<file path="src/rtl/plic_pkg.sv">
// Shared register offsets and sizing helpers for the platform-level interrupt controller.
package plic_pkg;

  localparam logic [11:0] PRIO_BASE = 12'h000;
  localparam logic [11:0] PEND_OFS  = 12'h100;
  localparam logic [11:0] EN_OFS    = 12'h104;
  localparam logic [11:0] THR_OFS   = 12'h108;
  localparam logic [11:0] CLAIM_OFS = 12'h10C;
  localparam logic [11:0] MODE_OFS  = 12'h110;

  // Width needed to hold source IDs 0..num_src, where 0 means "no interrupt".
  function automatic int id_w(input int num_src);
    return $clog2(num_src + 1);
  endfunction

endpackage

</file>
<file path="src/rtl/plic_gateway.sv">
// Per-source gateway: input synchroniser, edge detect, pending / in-service tracking
// and a one-deep latch for edges that arrive while the source is being serviced.
module plic_gateway #(
  parameter int SYNC_STAGES = 2
) (
  input  logic clk,
  input  logic rstn,
  input  logic irq_i,
  input  logic mode_i,
  input  logic claim_i,
  input  logic complete_i,
  output logic pending_o
);

  logic sync, rise;
  logic prev_q;
  logic pend_q, pend_d;
  logic svc_q, svc_d;
  logic lat_q, lat_d;

  if (SYNC_STAGES == 0) begin : g_nosync
    assign sync = irq_i;
  end else begin : g_sync
    logic [SYNC_STAGES-1:0] sync_q;
    always_ff @(posedge clk or negedge rstn) begin
      if (!rstn) begin
        sync_q <= '0;
      end else begin
        sync_q[0] <= irq_i;
        for (int k = 1; k < SYNC_STAGES; k++) sync_q[k] <= sync_q[k-1];
      end
    end
    assign sync = sync_q[SYNC_STAGES-1];
  end

  assign rise = sync & ~prev_q;

  always_comb begin
    pend_d = pend_q;
    svc_d  = svc_q;
    lat_d  = lat_q;
    if (mode_i) begin
      if (rise) begin
        if (svc_q || claim_i) lat_d = 1'b1;
        else                  pend_d = 1'b1;
      end
    end else if (sync && !svc_q) begin
      pend_d = 1'b1;
    end
    // Claim wins over a gateway set landing on the same edge.
    if (claim_i) begin
      pend_d = 1'b0;
      svc_d  = 1'b1;
    end
    if (complete_i && svc_q) begin
      svc_d = 1'b0;
      if (mode_i) begin
        pend_d = pend_d | lat_q | rise;
        lat_d  = 1'b0;
      end
    end
  end

  always_ff @(posedge clk or negedge rstn) begin
    if (!rstn) begin
      prev_q <= 1'b0;
      pend_q <= 1'b0;
      svc_q  <= 1'b0;
      lat_q  <= 1'b0;
    end else begin
      prev_q <= sync;
      pend_q <= pend_d;
      svc_q  <= svc_d;
      lat_q  <= lat_d;
    end
  end

  assign pending_o = pend_q;

endmodule

</file>
<file path="src/rtl/plic_core.sv">
// Platform-level interrupt controller: register file, priority/threshold arbiter,
// claim/complete handshake and the registered machine external interrupt.
module plic_core
  import plic_pkg::*;
#(
  parameter int NUM_SRC     = 4,
  parameter int PRIO_W      = 3,
  parameter int SYNC_STAGES = 2
) (
  input  logic               clk,
  input  logic               rstn,
  input  logic [NUM_SRC-1:0] irq_src,
  input  logic               req_valid,
  input  logic               req_we,
  input  logic [11:0]        req_addr,
  input  logic [31:0]        req_wdata,
  output logic               rsp_valid,
  output logic [31:0]        rsp_rdata,
  output logic               ext_irq
);

  localparam int IDW = id_w(NUM_SRC);

  logic [PRIO_W-1:0]  prio_q [1:NUM_SRC];
  logic [PRIO_W-1:0]  prio_d [1:NUM_SRC];
  logic [NUM_SRC:1]   en_q, en_d, mode_q, mode_d;
  logic [PRIO_W-1:0]  thr_q, thr_d;
  logic               rsp_valid_q, ext_irq_q;
  logic [31:0]        rsp_rdata_q, rdata_d;

  logic [NUM_SRC:1]   pend, claim_v, cmpl_v;
  logic [IDW-1:0]     max_id;
  logic [PRIO_W-1:0]  max_prio;
  logic               rd, wr, claim_rd, cmpl_wr, prio_hit;
  logic [5:0]         prio_idx;

  assign rd       = req_valid && !req_we;
  assign wr       = req_valid && req_we;
  assign claim_rd = rd && (req_addr == CLAIM_OFS);
  assign cmpl_wr  = wr && (req_addr == CLAIM_OFS);
  assign prio_idx = req_addr[7:2];
  assign prio_hit = (req_addr[11:8] == PRIO_BASE[11:8]) && (req_addr[1:0] == 2'b00) &&
                    (prio_idx != 6'd0) && (prio_idx <= 6'(NUM_SRC));

  // Strict '>' while scanning upward keeps the lowest ID on priority ties.
  always_comb begin
    max_id   = '0;
    max_prio = '0;
    for (int i = 1; i <= NUM_SRC; i++) begin
      if (pend[i] && en_q[i] && (prio_q[i] > thr_q) && (prio_q[i] > max_prio)) begin
        max_id   = IDW'(i);
        max_prio = prio_q[i];
      end
    end
  end

  always_comb begin
    claim_v = '0;
    cmpl_v  = '0;
    for (int i = 1; i <= NUM_SRC; i++) begin
      claim_v[i] = claim_rd && (max_id == IDW'(i));
      cmpl_v[i]  = cmpl_wr && (req_wdata == 32'(i));
    end
  end

  for (genvar g = 1; g <= NUM_SRC; g++) begin : g_src
    plic_gateway #(.SYNC_STAGES(SYNC_STAGES)) u_gw (
      .clk        (clk),
      .rstn       (rstn),
      .irq_i      (irq_src[g-1]),
      .mode_i     (mode_q[g]),
      .claim_i    (claim_v[g]),
      .complete_i (cmpl_v[g]),
      .pending_o  (pend[g])
    );
  end

  always_comb begin
    prio_d  = prio_q;
    en_d    = en_q;
    thr_d   = thr_q;
    mode_d  = mode_q;
    rdata_d = '0;
    if (wr) begin
      for (int i = 1; i <= NUM_SRC; i++)
        if (prio_hit && (prio_idx == 6'(i))) prio_d[i] = req_wdata[PRIO_W-1:0];
      case (req_addr)
        EN_OFS:   en_d   = req_wdata[NUM_SRC:1];
        THR_OFS:  thr_d  = req_wdata[PRIO_W-1:0];
        MODE_OFS: mode_d = req_wdata[NUM_SRC:1];
        default:  ;
      endcase
    end
    if (rd) begin
      for (int i = 1; i <= NUM_SRC; i++)
        if (prio_hit && (prio_idx == 6'(i))) rdata_d = 32'(prio_q[i]);
      case (req_addr)
        PEND_OFS:  rdata_d = 32'({pend, 1'b0});
        EN_OFS:    rdata_d = 32'({en_q, 1'b0});
        THR_OFS:   rdata_d = 32'(thr_q);
        CLAIM_OFS: rdata_d = 32'(max_id);
        MODE_OFS:  rdata_d = 32'({mode_q, 1'b0});
        default:   ;
      endcase
    end
  end

  always_ff @(posedge clk or negedge rstn) begin
    if (!rstn) begin
      for (int i = 1; i <= NUM_SRC; i++) prio_q[i] <= '0;
      en_q        <= '0;
      thr_q       <= '0;
      mode_q      <= '0;
      rsp_valid_q <= 1'b0;
      rsp_rdata_q <= '0;
      ext_irq_q   <= 1'b0;
    end else begin
      prio_q      <= prio_d;
      en_q        <= en_d;
      thr_q       <= thr_d;
      mode_q      <= mode_d;
      rsp_valid_q <= rd;
      rsp_rdata_q <= rdata_d;
      ext_irq_q   <= (max_id != '0);
    end
  end

  assign rsp_valid = rsp_valid_q;
  assign rsp_rdata = rsp_rdata_q;
  assign ext_irq   = ext_irq_q;

endmodule
</file>
<file path="config.mk">
export PLATFORM = sky130hd
export DESIGN_NAME = plic_core
export DESIGN_NICKNAME = d
export VERILOG_FILES = /design/src/rtl/plic_pkg.sv /design/src/rtl/plic_gateway.sv /design/src/rtl/plic_core.sv
export SDC_FILE = /design/constraint.sdc
export NUM_CORES = 1
export LEC_CHECK = 0
export BUFFER_PORTS_ARGS = -buffer_cell sky130_fd_sc_hd__buf_2
export CAP_MARGIN = 10
export CORE_MARGIN = 2
export CORE_UTILIZATION = 49
export DETAILED_ROUTE_END_ITERATION = 8
export PLACE_DENSITY = 0.77
export SLEW_MARGIN = 25
export SYNTH_ARGS = -nofsm -noshare
export SYNTH_HDL_FRONTEND = slang
export SYNTH_SLANG_ARGS = --single-unit
</file>
<file path="constraint.sdc">
create_clock -name clk -period 4.8 [get_ports clk]
set_clock_uncertainty 0.1 [all_clocks]
set_input_delay 0.24 -clock clk [delete_from_list [all_inputs] [get_ports clk]]
set_output_delay 0.24 -clock clk [all_outputs]
set_load 0.02 [all_outputs]
</file>
# --- Word-level counts from Yosys, hierarchy flattened ---
# Index checks and enable logic that the tools add are counted.
totals:
  regBits: 81
  latch_bits: 0
  ram_bits: 0
  romBits: 0
  input_bits: 52
  out_inout_bits: 34
  n_memories: 0
classes:
  n_addsub: 0
  n_mul: 0
  n_div: 0
  magnitude_cmp: 9
  n_eq_ne: 17
  shift: 0
  muxes: 69
  n_bitwise: 16
  reduce_logical: 63
ops:
  columns: ["operator", "count"]
  rows:
  - ["one-hot mux 32 bit (5 select lines)", 1]
  - ["2-to-1 mux 32 bit", 4]
  - ["equality test 32 x 2 -> 1 bit, second input constant", 2]
  - ["equality test 12 x 9 -> 1 bit, second input constant", 5]
  - ["2-to-1 mux 1 bit", 57]
  - ["logical AND 1 bit", 39]
  - ["equality test 32 x 1 -> 1 bit, second input constant", 1]
  - ["equality test 32 x 3 -> 1 bit, second input constant", 1]
  - ["greater-than comparator 3 bit", 7]
  - ["2-to-1 mux 3 bit", 6]
  - ["AND reduction 2 bit", 7]
  - ["equality test 6 x 2 -> 1 bit, second input constant", 2]
  - ["OR 1 bit", 8]
  - ["nonzero test 2 bit", 4]
  - ["equality test 3 x 2 -> 1 bit, second input constant", 2]
  - ["equality test 6 x 1 -> 1 bit, second input constant", 1]
  - ["equality test 6 x 3 -> 1 bit, second input constant", 1]
  - ["<= comparator 6 x 3 -> 1 bit, second input constant", 1]
  - ["nonzero test 6 bit", 1]
  - ["logical NOT 1 bit", 5]
  - ["bitwise AND 1 bit", 4]
  - ["logical NOT 4 bit", 1]
  - ["logical OR 1 bit", 4]
  - ["inverter 1 bit", 4]
  - ["6 further kinds", 6]

# --- Logic depth before layout (Yosys ltp) ---
# Gate-level depths: netlist of the first run.
logic_depth:
  depth_word: 24
  ltp_mapped: 24
  depth_no_buf: 23

# --- By module ---
# Synthesis of the first run repeated with hierarchy kept, for this count alone.
hier_totals:
  cells_unflattened: 327
  hier_area_um2: 3228.1
modules_own_cells:
  columns: ["mod", "n_inst", "cells_each", "area_per_inst_um2"]
  rows:
  - ["plic_core", 1, 263, 2387.3]
  - ["plic_gateway", 4, 16, 210.2]

# --- Worst setup path before layout of the first run ---
# No wires, ideal clock.
synth_timing:
  kind: "register to register"
  startpoint: "register thr_q[1]"
  endpoint: "register g_src[2].u_gw.pend_q"
  setup_ns: 0.118
  t_arrival_ns: 5.064
  required_ns: 4.582
  setup_slack_ns: -0.483
  stages_incl_launch_ff: 22
  period_less_slack_ns: 5.283
  path_cell_list: "dfrtp_1 -> inv_1 -> ha_1 -> nor2b_1 -> o311ai_0 -> nor2_1 -> ha_1 -> a31oi_1 -> nand4_1 -> mux2_2 -> ha_1 -> nand3_1 -> and4_1 -> nand3_1 -> mux2_2 -> ha_1 -> nand3_1 -> and4_1 -> and2_1 -> clkbuf_1 -> or4_1 -> a21o_1"
synth_between:
  elab_chain_cells: 24
synth_rtl:
  columns: ["element", "line_no", "rtl"]
  rows:
  - ["from (decl)", "plic_core.sv:27", "logic [PRIO_W-1:0] thr_q, thr_d;"]
  - ["from (signal assigned)", "plic_core.sv:120", "thr_q <= thr_d;"]
  - ["greater-than comparator 3 bit", "plic_core.sv:50", "if (pend[i] && en_q[i] && (prio_q[i] > thr_q) && (prio_q[i] > max_prio)) begin"]
  - ["logical AND 1 bit (2 in series)", "plic_core.sv:50", null]
  - ["2-to-1 mux 3 bit", "plic_core.sv:50", null]
  - ["greater-than comparator 3 bit", "plic_core.sv:50", null]
  - ["logical AND 1 bit", "plic_core.sv:50", null]
  - ["2-to-1 mux 3 bit", "plic_core.sv:50", null]
  - ["greater-than comparator 3 bit", "plic_core.sv:50", null]
  - ["logical AND 1 bit", "plic_core.sv:50", null]
  - ["[7 not listed]", null, null]
  - ["2-to-1 mux 1 bit", "plic_gateway.sv:44", "if (svc_q || claim_i) lat_d = 1'b1;"]
  - ["2-to-1 mux 1 bit", "plic_gateway.sv:43", "if (rise) begin"]
  - ["2-to-1 mux 1 bit", "plic_gateway.sv:42", "if (mode_i) begin"]
  - ["2-to-1 mux 1 bit (*)", "plic_gateway.sv:51", "if (claim_i) begin"]
  - ["OR 1 bit (2 in series)", "plic_gateway.sv:58", "pend_d = pend_d | lat_q | rise;"]
  - ["2-to-1 mux 1 bit", "plic_gateway.sv:57", "if (mode_i) begin"]
  - ["2-to-1 mux 1 bit (*)", "plic_gateway.sv:55", "if (complete_i && svc_q) begin"]
  - ["named net g_src[2].u_gw.pend_d", "plic_gateway.sv:17", "logic pend_q, pend_d;"]
  - ["to (signal assigned)", "plic_gateway.sv:72", "pend_q <= pend_d;"]
  - ["to (decl)", "plic_gateway.sv:17", null]
# The timed path passes the listed nets; every way through them passes the cells marked *.
# A chain may end at the register's enable or synchronous reset.

# --- Final worst setup path of the first run ---
# Ends and elaborated chain as after synthesis.

==> results of run 1 <==
[worst min-delay path by stage]
stage	from	to	slack [ps]
after floorplan	rstn	asynchronous set/reset pin	-160
after global placement	g_src[2].u_gw.g_sync.sync_q[0]	g_src[2].u_gw.g_sync.sync_q[1]	230
after detailed placement	g_src[2].u_gw.g_sync.sync_q[0]	g_src[2].u_gw.g_sync.sync_q[1]	240
after CTS	req_wdata[3]	mode_q[3]	90
after global routing	req_wdata[4]	en_q[4]	100
final	req_wdata[3]	en_q[3]	90
[layer usage]
| metal | wire length [um] | GRT usage [%] | vias up |
|---|---|---|---|
| met3 | 617 | 5.13 | 25 |
| met4 | 320 | 9.37 | 0 |
| li1 | - | - | 1412 |
| met2 | 4690 | 41.4 | 139 |
| met5 | 0 | 0 | - |
| met1 | 3730 | 30.2 | 1503 |
[power by group through the flow]
stage | Sequential [mW] | Clock (mW) | Combinational [mW]
CTS | 0.464 | 0.320 | 0.0968
global placement | 0.473 | 0 | 0.0915
global route | 0.465 | 0.333 | 0.109
finish | 0.464 | 0.312 | 0.0987
detailed placement | 0.473 | 0 | 0.0932
floorplan | 0.473 | 0 | 0.0683
[timing repair]
| item | CTS | global route |
|---|---|---|
| buffers inserted | 2 | 7 |
| pin swaps | 6 | 20 |
| resized for setup | 10 | 26 |
| hold endpoints to repair | 58 | 0 |
| hold buffers | 5 | 0 |
| endpoints found under the setup margin | 8 | 16 |
[critical path, delay by kind of cell (launching register included)]
family          cells  cell delay, ps
flops               1             410
compound gates      3             640
buf+inv             2             150
fa+ha+maj           4            1000
simple gates       10            1840
mux                 2             590
[Yosys cell counts, types with 2 or more instances]
master	n
nand3b_1	5
or3_1	2
buf_1	3
mux2i_1	7
or4_1	2
a21o_1	4
a2111oi_0	3
buf_4	28
clkbuf_1	4
nand2_1	27
and2_1	2
nor4b_1	2
nand4_1	6
o22ai_1	3
o31a_1	3
o21a_1	2
mux2_2	25
nor4_1	10
o211ai_1	6
buf_2	4
a22oi_1	5
nand3_1	11
nor3b_1	2
nor4bb_1	3
a31oi_1	6
and4_1	2
nand2b_1	2
o21ai_0	10
dfrtp_1	54
a21oi_1	17
nor3_1	7
nor2b_1	8
and3_1	6
inv_1	15
ha_1	21
nor2_1	15
[metrics by stage]
step,power [mW],area (um2),TNS (ps),hold WS (ps)
2_1_floorplan,0.541,3670,-6.35,-156
3_3_place_gp,0.564,3900,0,234
3_5_place_dp,0.566,3900,-360,236
4_1_cts,0.881,4120,0,89.3
5_1_grt,0.907,4300,-1150,102
6_report,0.875,4300,-66.4,94.4
[flip-flops by register name (all words and copies together) (netlist names), named ones only]
name,cells
g_src.u_gw.svc_q,4
prio_q,12
ext_irq,1
rsp_valid,1
mode_q,4
g_src.u_gw.prev_q,4
g_src.u_gw.g_sync.sync_q,8
rsp_rdata,5
thr_q,3
en_q,4
g_src.u_gw.pending_o,4
[layout by cell type (no fill, tap or decap), drive strengths merged, types with 3 or more instances in the layout]
cell / Yosys / layout
ha: 21 / 21
and3: 7 / 7
and4: 3 / 3
o31a: 3 / 3
a22oi: 5 / 5
nor2: 15 / 15
nor3: 8 / 8
nor4bb: 3 / 3
nand2: 27 / 27
nor4b: 4 / 4
or4: 3 / 3
nand3b: 5 / 5
o211ai: 6 / 6
mux2: 25 / 25
dfrtp: 54 / 54
nand4: 6 / 6
nor4: 11 / 11
a2111oi: 3 / 3
o22ai: 3 / 3
mux2i: 7 / 7
nand3: 12 / 12
a31oi: 6 / 6
clkbuf: 4 / 5
a21o: 4 / 4
o21ai: 10 / 10
dlygate4sd3: 0 / 5
a21oi: 17 / 17
nor2b: 8 / 8
inv: 15 / 16
buf: 36 / 80
conb: 1 / 27
[layout make-up]
type / instances / area, um2 / share of cell area [%]
Multi-Input combinational cell: 271 / 2150 / 50.1
Sequential cell: 54 / 1350 / 31.4
Timing Repair Buffer: 85 / 505 / 11.8
Tap cell: 96 / 120 / 2.79
Clock buffer: 5 / 68.8 / 1.60
Inverter: 15 / 56.3 / 1.31
Clock inverter: 3 / 43.8 / 1.02
[logic make-up (layout without fill, tap and decap cells)]
kind of cell | after synthesis | count (layout)
flip-flops | 54 | 54
AO/OA/AOI/OAI | 69 | 69
other | 1 | 27
multiplexers | 32 | 32
adder cells (fa/ha/maj) | 21 | 21
buffers and inverters | 55 | 108
AND/OR/NAND/NOR | 122 | 122
==> results.tsv, run 1 <==
metric	value	unit
CP max FO	7	
global-route wire length before repair	14600	um
Die W	88.4	um
worst hold path cell count	2	
xor/xnor share of the synthesized area	0	%
via count of the routed design	3079	
Yosys top cell by area	dfrtp_1	
Startpoint Class	register	
Synthesis Warnings	0	
CTS tree	done	
CP Capture Point	g_src[2].u_gw.pending_o	
status	finished, violations left	
switching share of power	25.8	%
proportion of synthesized area in mux cells	10.1	%
FFs w/ async S/R, synth	100	%
Initial Util	51.1	%
share of power burned in registers	53.0	%
Synth Area in Adders	7.52	%
Data arrival, critical path	4950	ps
CTS buffer count	5	
Mapped Area	3490	um2
antenna violations before repair	0	
core box area	6830	um2
crit path kind	reg2reg	
failing checks	negative setup slack	
Worst path max stage delay	440	ps
final slew viol count	0	
Power Dens Cells	204	nW/um2
TritonRoute pass-1 iters	4	
final setup vio count	3	
internal power	0.649	mW
setup ws final	-41.4	ps
Area growth syn-to-layout	23.0	%
Synth Area in Compound Gates	13.2	%
# rows	30	
Worst-path clk slew	110	ps
vias per cell	5.82	
Routed WL	9360	um
Achievable Freq	0.207	GHz
R2R Setup Slk	-40	ps
Area contributors post-synth	dfrtp_1, mux2_2, ha_1	
Critical Path Source	thr_q[1]	
EDFF count, synth	0	
CP endpoint kind	register	
Max Buffers Root-to-Sink	2	
Die Ht	88.4	um
fillcell total	560	
diodes inserted	0	
gr usage total	24.3	%
CP max stage cell	or4_4	
worst skew pair latency	320	ps
Comb power frac	11.3	%
Seq/Total Area, Yosys	38.7	%
GRT Residual Overflow	0	
Placed Cells	507	
I/O Pins	86	
pin count of the biggest net entering global routing	55	
Synth Area per Inst	9.87	um2
Die ar.	7820	um2
hold crit path type	in2reg	
HPWL after DPL	6750	um
pre-CTS setup slack	-90.4	ps
layout cells sized above 1	37.0	%
critical-path cell list	inv_2 > ha_4 > nor2b_4 > o31a_1 > and3_4 > inv_2 > ha_4 > a31oi_1 > nand4_1 > mux2i_2 > ha_1 > nand3_1 > and4_4 > nand3_4 > mux2_4 > ha_4 > nand3_2 > and4_4 > and2_4 > or4_4 > a21o_1	
Most common cell on crit path	ha_4	
Clock power frac	35.7	%
DRC violations left	0	
nets@finish	505	
synthesis-stage register bit count	54	
r2r endpoint	g_src[2].u_gw.pending_o	
simple-gate portion of the synthesized area	21.2	%
Worst Max-Slew Pin Slew	876	ps
Final Util	62.9	%
RSZ-0062 raised after global routing	true	
number of global-route vias before repair	2936	
Worst VDD drop	0.138	mV
post-layout minimum cycle time	4840	ps
Worst Path Required	4910	ps
main combinational cell family by area after synthesis	simple AND/OR/NAND/NOR gates	
drt first-iter violations	237	
H-tree depth	2	
max cap viols	0	
Synth cell types	58	
CTS sink cnt	54	
worst r2r src	thr_q[1]	
antenna-violating nets left	0	
final hold vios	0	
RD Place Congestion	0.927	
top-area cell type share of the netlist area	38.7	%
relative slew slack	41.0	%
R2R depth	21	
Lkg Pwr	1.98	nW
fin cells	529	
IO buf count	58	
ys flop type	dfrtp_1	
P_sw	0.226	mW
clk root buf	clkbuf_8	
Routed WL per cell	17.7	um
Mapped Cells	354	
crit share post-route	101	%
Note: power is estimated with default switching activity, not from simulation.
==> run 2: changes to the inputs <==
--- a/config.mk
+++ b/config.mk
@@ -7,6 +7,7 @@
 export LEC_CHECK = 0
 export BUFFER_PORTS_ARGS = -buffer_cell sky130_fd_sc_hd__buf_2
 export CAP_MARGIN = 10
+export CORE_ASPECT_RATIO = 1.2
 export CORE_MARGIN = 2
 export CORE_UTILIZATION = 49
 export DETAILED_ROUTE_END_ITERATION = 8
==> results.tsv, run 2 (synthesis gave the netlist of run 1 again) <==
metric	value	unit	change
DRC violations left	0		unchanged
Comb power frac	11.3	%	about the same
antenna violations before repair	0		unchanged
nets@finish	502		-0.59%
worst hold path endpoint	en_q[4]		
setup ws final	-14.9	ps	+26.5 ps
switching share of power	25.1	%	-0.66 points
CTS buffer count	5		unchanged
grt met2 use	45.4	%	+4.0 points
CP endpoint kind	register		
Area growth syn-to-layout	22.4	%	
Worst-path clk slew	100	ps	about the same
RSZ-0062 raised after global routing	true		
global-route wire length before repair	14800	um	+1.6%
Initial Util	51.0	%	-0.17 points
Routed WL	9550	um	+2.1%
RD Place Congestion	0.933		+0.58%
final slew viol count	0		unchanged
internal power	0.648	mW	-0.15%
TritonRoute pass-1 iters	6		+2
Die Ht	96.5	um	+9.1%
pin count of the biggest net entering global routing	55		unchanged
status	finished, violations left		
hold crit path type	in2reg		
worst skew pair latency	310	ps	about the same
via count of the routed design	3053		-0.84%
number of global-route vias before repair	2995		+2.0%
share of power burned in registers	53.6	%	+0.6 points
GRT Max-Usage Layer	met2		
CTS sink cnt	54		unchanged
crit path kind	reg2reg		
gr usage total	25.0	%	+0.73 points
worst r2r src	prio_q[10]		
crit share post-route	100	%	-0.55 points
R2R Setup Slk	-10	ps	+30 ps
drt first-iter violations	274		+16%
pre-CTS setup slack	-212	ps	-121 ps
relative slew slack	49.2	%	+8.2 points
post-layout minimum cycle time	4810	ps	-26.5 ps
r2r endpoint	g_src[2].u_gw.pending_o		
Routed WL per cell	18.5	um	+4.4%
R2R depth	23		+9.5%
CTS tree	done		
Worst Max-Slew Pin Slew	756	ps	-121 ps
core box area	6850	um2	+0.33%
final setup vio count	1		-2
Power Dens Cells	203	nW/um2	-0.51%
fillcell total	564		+0.71%
Worst VDD drop	0.173	mV	+26%
H-tree depth	2		unchanged
IO buf count	58		unchanged
diodes inserted	0		unchanged
Placed Cells	497		-2.0%
# rows	33		+10%
P_sw	0.218	mW	-3.5%
failing checks	negative setup slack		
Die ar.	7820	um2	about the same
Startpoint Class	register		
antenna-violating nets left	0		unchanged
Achievable Freq	0.208	GHz	+0.55%
most frequent cells in the layout	buf_2, dfrtp_1, nand2_1, conb_1, mux2_2		
Reg with most FFs	prio_q		
HPWL after DPL	6850	um	+1.6%
layout cells sized above 1	36.0	%	-0.90 points
clk root buf	clkbuf_8		
Clock power frac	35.1	%	-0.6 points
final hold vios	0		unchanged
vias per cell	5.91		+1.5%
max cap viols	0		unchanged
Lkg Pwr	1.98	nW	-0.42%
worst hold path cell count	2		unchanged
max reg flops	12		unchanged
GRT Residual Overflow	0		unchanged
Worst Path Required	4900	ps	about the same
CP max FO	6		-1
Data arrival, critical path	4920	ps	-30 ps
met1 usage in global routing	28.3	%	-1.9 points
Die W	81.1	um	-8.3%
most common cell after layout, fill and taps aside	buf_2		
met3 usage	4.18	%	-0.95 points
I/O Pins	86		unchanged
hold_sp	req_wdata[4]		
fin cells	517		-2.3%
Max Buffers Root-to-Sink	2		unchanged
==> run 2: cell count changes in the layout (fill, tap and decap cells not counted), moves of 2 or more <==
cell | previous run | this run
buf_6 | 0 | 2
buf_4 | 22 | 17
mux2i_4 | 0 | 2
inv_2 | 4 | 2
mux2i_2 | 2 | 0
==> run 2: worst max-delay path by stage <==
stage | startpoint | end | slack (ps) | depth (start not counted)
global placement | thr_q[1] | g_src[2].u_gw.pending_o | 90 | 21
finish | prio_q[10] | g_src[2].u_gw.pending_o | -10 | 23
CTS | thr_q[1] | register | -7 | 23
floorplan | thr_q[1] | g_src[2].u_gw.pending_o | -6 | 22
detailed placement | thr_q[1] | register | -210 | 22
global route | prio_q[10] | g_src[2].u_gw.pending_o | -150 | 23
==> run 2: power by group through the flow <==
| stage | clock [mW] | combinational, mW | sequential, mW |
|---|---|---|---|
| floorplan | 0 | 0.0683 | 0.473 |
| global placement | 0 | 0.0911 | 0.473 |
| global route | 0.327 | 0.108 | 0.465 |
| CTS | 0.313 | 0.0962 | 0.464 |
| detailed placement | 0 | 0.0926 | 0.473 |
| finish | 0.304 | 0.0978 | 0.464 |
==> run 2: per-stage QoR <==
stage	setup TNS (ps)	utilization, %	total power [mW]	hold WS [ps]	cell area, um2
floorplan	-6.35	-	0.541	-156	3670
global placement	0	56.6	0.564	232	3880
detailed placement	-1300	56.6	0.566	235	3880
CTS	-7.34	59.5	0.873	90.1	4080
global route	-1030	62.4	0.901	111	4280
finish	-14.9	62.4	0.866	96.8	4280
==> run 2: metal layers <==
layer	wire length (um)	part of all wire, %	vias up
met5	0	0	-
met4	372	3.9	0
met3	589	6.2	28
met2	5070	53	141
met1	3520	37	1478
li1	-	-	1406
==> run 2: timing repair <==
action | 4_1_cts | 5_1_grt
setup buffers | 3 | 4
pin swaps | 3 | 18
setup endpoints to repair | 13 | 16
gates resized for setup | 6 | 33
hold buffers | 5 | 0
hold endpoints to repair | 58 | 0
gates cloned | 0 | 0
==> run 2: worst max-delay path, stage by stage, from the launching register on <==
cell      delay, ps
dfrtp_1         440
ha_4            290
nor2b_4         150
o31a_1          170
and3_4          230
inv_4            40
ha_4            260
nand3b_1        100
nand2_1          90
nand4_1         110
buf_6           170
mux2_4          320
ha_4            220
nand3_2          70
and4_4          230
nand3_4         100
nor2_1          160
a21o_1          150
ha_4            220
a21oi_2         160
a22oi_2         110
and2_4          200
or4_4           440
a21o_1          180
==> run 2: area by class of cell <==
class / instances / area (um2) / area share (%)
multi-input cells: 271 / 2160 / 50.4
flip-flops and latches: 54 / 1350 / 31.6
repair buffers: 82 / 490 / 11.5
well taps: 87 / 109 / 2.55
clock buffers: 6 / 72.6 / 1.70
inverters: 15 / 58.8 / 1.38
clock inverters: 2 / 37.5 / 0.878
==> run 3: changes to the inputs <==
--- a/config.mk
+++ b/config.mk
@@ -9,9 +9,9 @@
 export CAP_MARGIN = 10
 export CORE_ASPECT_RATIO = 1.2
 export CORE_MARGIN = 2
-export CORE_UTILIZATION = 49
+export CORE_UTILIZATION = 40
 export DETAILED_ROUTE_END_ITERATION = 8
-export PLACE_DENSITY = 0.77
+export PLACE_DENSITY = 0.65
 export SLEW_MARGIN = 25
 export SYNTH_ARGS = -nofsm -noshare
 export SYNTH_HDL_FRONTEND = slang
==> results.tsv, run 3 (synthesis gave the netlist of run 1 again) <==
metric	value	unit	change
hold crit path type	in2reg		
drt first-iter violations	368		+34%
IO buf count	58		unchanged
antenna violations before repair	0		unchanged
worst hold path cell count	2		unchanged
Worst VDD drop	0.150	mV	-14%
Power Dens Cells	203	nW/um2	+0.33%
status	finished, violations left		
# rows	37		+12%
Data arrival, critical path	5020	ps	+100 ps
Startpoint Class	register		
TritonRoute pass-1 iters	4		-2
Area growth syn-to-layout	23.2	%	
CP endpoint kind	register		
antenna-violating nets left	0		unchanged
vias per cell	5.43		-8.0%
pre-CTS setup slack	-208	ps	+3.31 ps
R2R depth	22		-4.3%
relative slew slack	51.3	%	+2.1 points
worst skew pair latency	320	ps	about the same
post-layout minimum cycle time	4850	ps	+34.8 ps
final hold vios	0		unchanged
max cap viols	0		unchanged
diodes inserted	0		unchanged
via count of the routed design	2998		-1.8%
Max Buffers Root-to-Sink	2		unchanged
worst hold margin	91.6	ps	-5.20 ps
worst r2r src	thr_q[1]		
CTS tree	done		
core box area	8520	um2	+24%
Die Ht	106	um	+10%
r2r endpoint	rsp_rdata[0]		
CP max FO	6		unchanged
Initial Util	41.0	%	-10 points
Routed WL per cell	16.5	um	-10%
most frequent cells in the layout	buf_2, dfrtp_1, nand2_1, conb_1, buf_4		
pin count of the biggest net entering global routing	55		unchanged
CTS sink cnt	54		unchanged
Die W	89.3	um	+10%
RSZ-0062 raised after global routing	true		
DRC violations left	0		unchanged
CTS buffer count	5		unchanged
layout cells sized above 1	35.9	%	-0.18 points
worst hold path endpoint	en_q[3]		
max reg flops	12		unchanged
HPWL after DPL	6680	um	-2.5%
nets@finish	507		+1.0%
Die ar.	9500	um2	+21%
failing checks	negative setup slack		
Reg with most FFs	prio_q		
crit share post-route	101	%	+0.73 points
number of global-route vias before repair	2962		-1.1%
Worst Path Required	4970	ps	+70 ps
Achievable Freq	0.206	GHz	-0.72%
H-tree depth	2		unchanged
setup ws final	-49.7	ps	-34.8 ps
most common cell after layout, fill and taps aside	buf_2		
gr usage total	20.0	%	-5.0 points
Worst Max-Slew Pin Slew	725	ps	-30.8 ps
global-route wire length before repair	14700	um	-0.61%
Routed WL	9130	um	-4.4%
I/O Pins	86		unchanged
Worst-path clk slew	100	ps	about the same
final slew viol count	0		unchanged
final setup vio count	2		+1
RD Place Congestion	0.916		-1.8%
GRT Residual Overflow	0		unchanged
crit path kind	reg2reg		
Lkg Pwr	2.01	nW	+1.8%
clk root buf	clkbuf_8		
hold_sp	req_wdata[3]		
R2R Setup Slk	-50	ps	-30 ps
==> run 3: cell count changes in the layout (fill, tap and decap cells not counted), moves of 2 or more <==
cell / delta
ha_1: +2
ha_4: -2
buf_4: +7
mux2i_4: -2
buf_6: -2
==> run 3: routing by layer <==
| layer | track usage [%] | vias to the layer above | share of wire [%] |
|---|---|---|---|
| li1 | - | 1420 | - |
| met3 | 3.03 | 21 | 5.1 |
| met2 | 32.8 | 110 | 50 |
| met1 | 25.8 | 1447 | 41 |
| met5 | 0 | - | 0 |
| met4 | 8.42 | 0 | 3.3 |
==> run 3: critical path, cell delays in order, from the launching register on <==
cell	delay [ps]
dfrtp_1	400
inv_2	80
ha_4	200
nor2b_4	130
o31a_1	300
and3_4	170
inv_2	60
ha_4	190
a31oi_1	180
nand4_1	270
mux2i_1	310
ha_1	320
nand3_2	90
and4_4	220
nand3_4	110
mux2_4	340
ha_4	260
nand3_2	40
and4_4	150
a31oi_1	160
o21ai_1	110
a2111oi_2	430
buf_4	170
==> run 3: repair_timing <==
item	in CTS	in global routing
pin swaps	2	12
endpoints found under the setup margin	11	16
setup buffers	4	8
gates resized for setup	6	25
hold endpoints to repair	58	0
hold buffers	5	0
==> run 3: report_power, final <==
part	leakage [nW]	switching [mW]	total [mW]	internal (mW)
clock network	0.0514	0.158	0.314	0.156
registers	0.673	0.00343	0.464	0.461
logic	1.29	0.0649	0.0968	0.0319
==> run 3: cell type report <==
type / instances / area, um2
Fill cell: 809 / 4220
Multi-Input combinational cell: 271 / 2120
Sequential cell: 54 / 1350
Timing Repair Buffer: 87 / 520
Tap cell: 117 / 146
Clock buffer: 6 / 72.6
Inverter: 15 / 56.3
Clock inverter: 2 / 37.5
==> run 3: how the worst max path moves through the flow <==
stage | startpoint | end | slack [ps]
6_report | thr_q[1] | rsp_rdata[0] | -50
5_1_grt | thr_q[1] | rsp_rdata[0] | -260
4_1_cts | thr_q[1] | g_src[2].u_gw.pending_o | -9
3_5_place_dp | thr_q[1] | rsp_rdata[0] | -210
3_3_place_gp | thr_q[1] | rsp_rdata[0] | -140
2_1_floorplan | thr_q[1] | g_src[2].u_gw.pending_o | -6
==> run 3: through the flow <==
| stage | utilization, % | std cells | TNS [ps] | power [mW] | area [um2] |
|---|---|---|---|---|---|
| 5_1_grt | 50.5 | 552 | -1610 | 0.908 | 4300 |
| 3_3_place_gp | 46.1 | 528 | -137 | 0.564 | 3930 |
| 6_report | 50.5 | 552 | -75.6 | 0.875 | 4300 |
| 3_5_place_dp | 46.1 | 528 | -432 | 0.566 | 3930 |
| 4_1_cts | 48.5 | 545 | -9.08 | 0.880 | 4130 |
| 2_1_floorplan | - | 380 | -6.35 | 0.541 | 3670 |
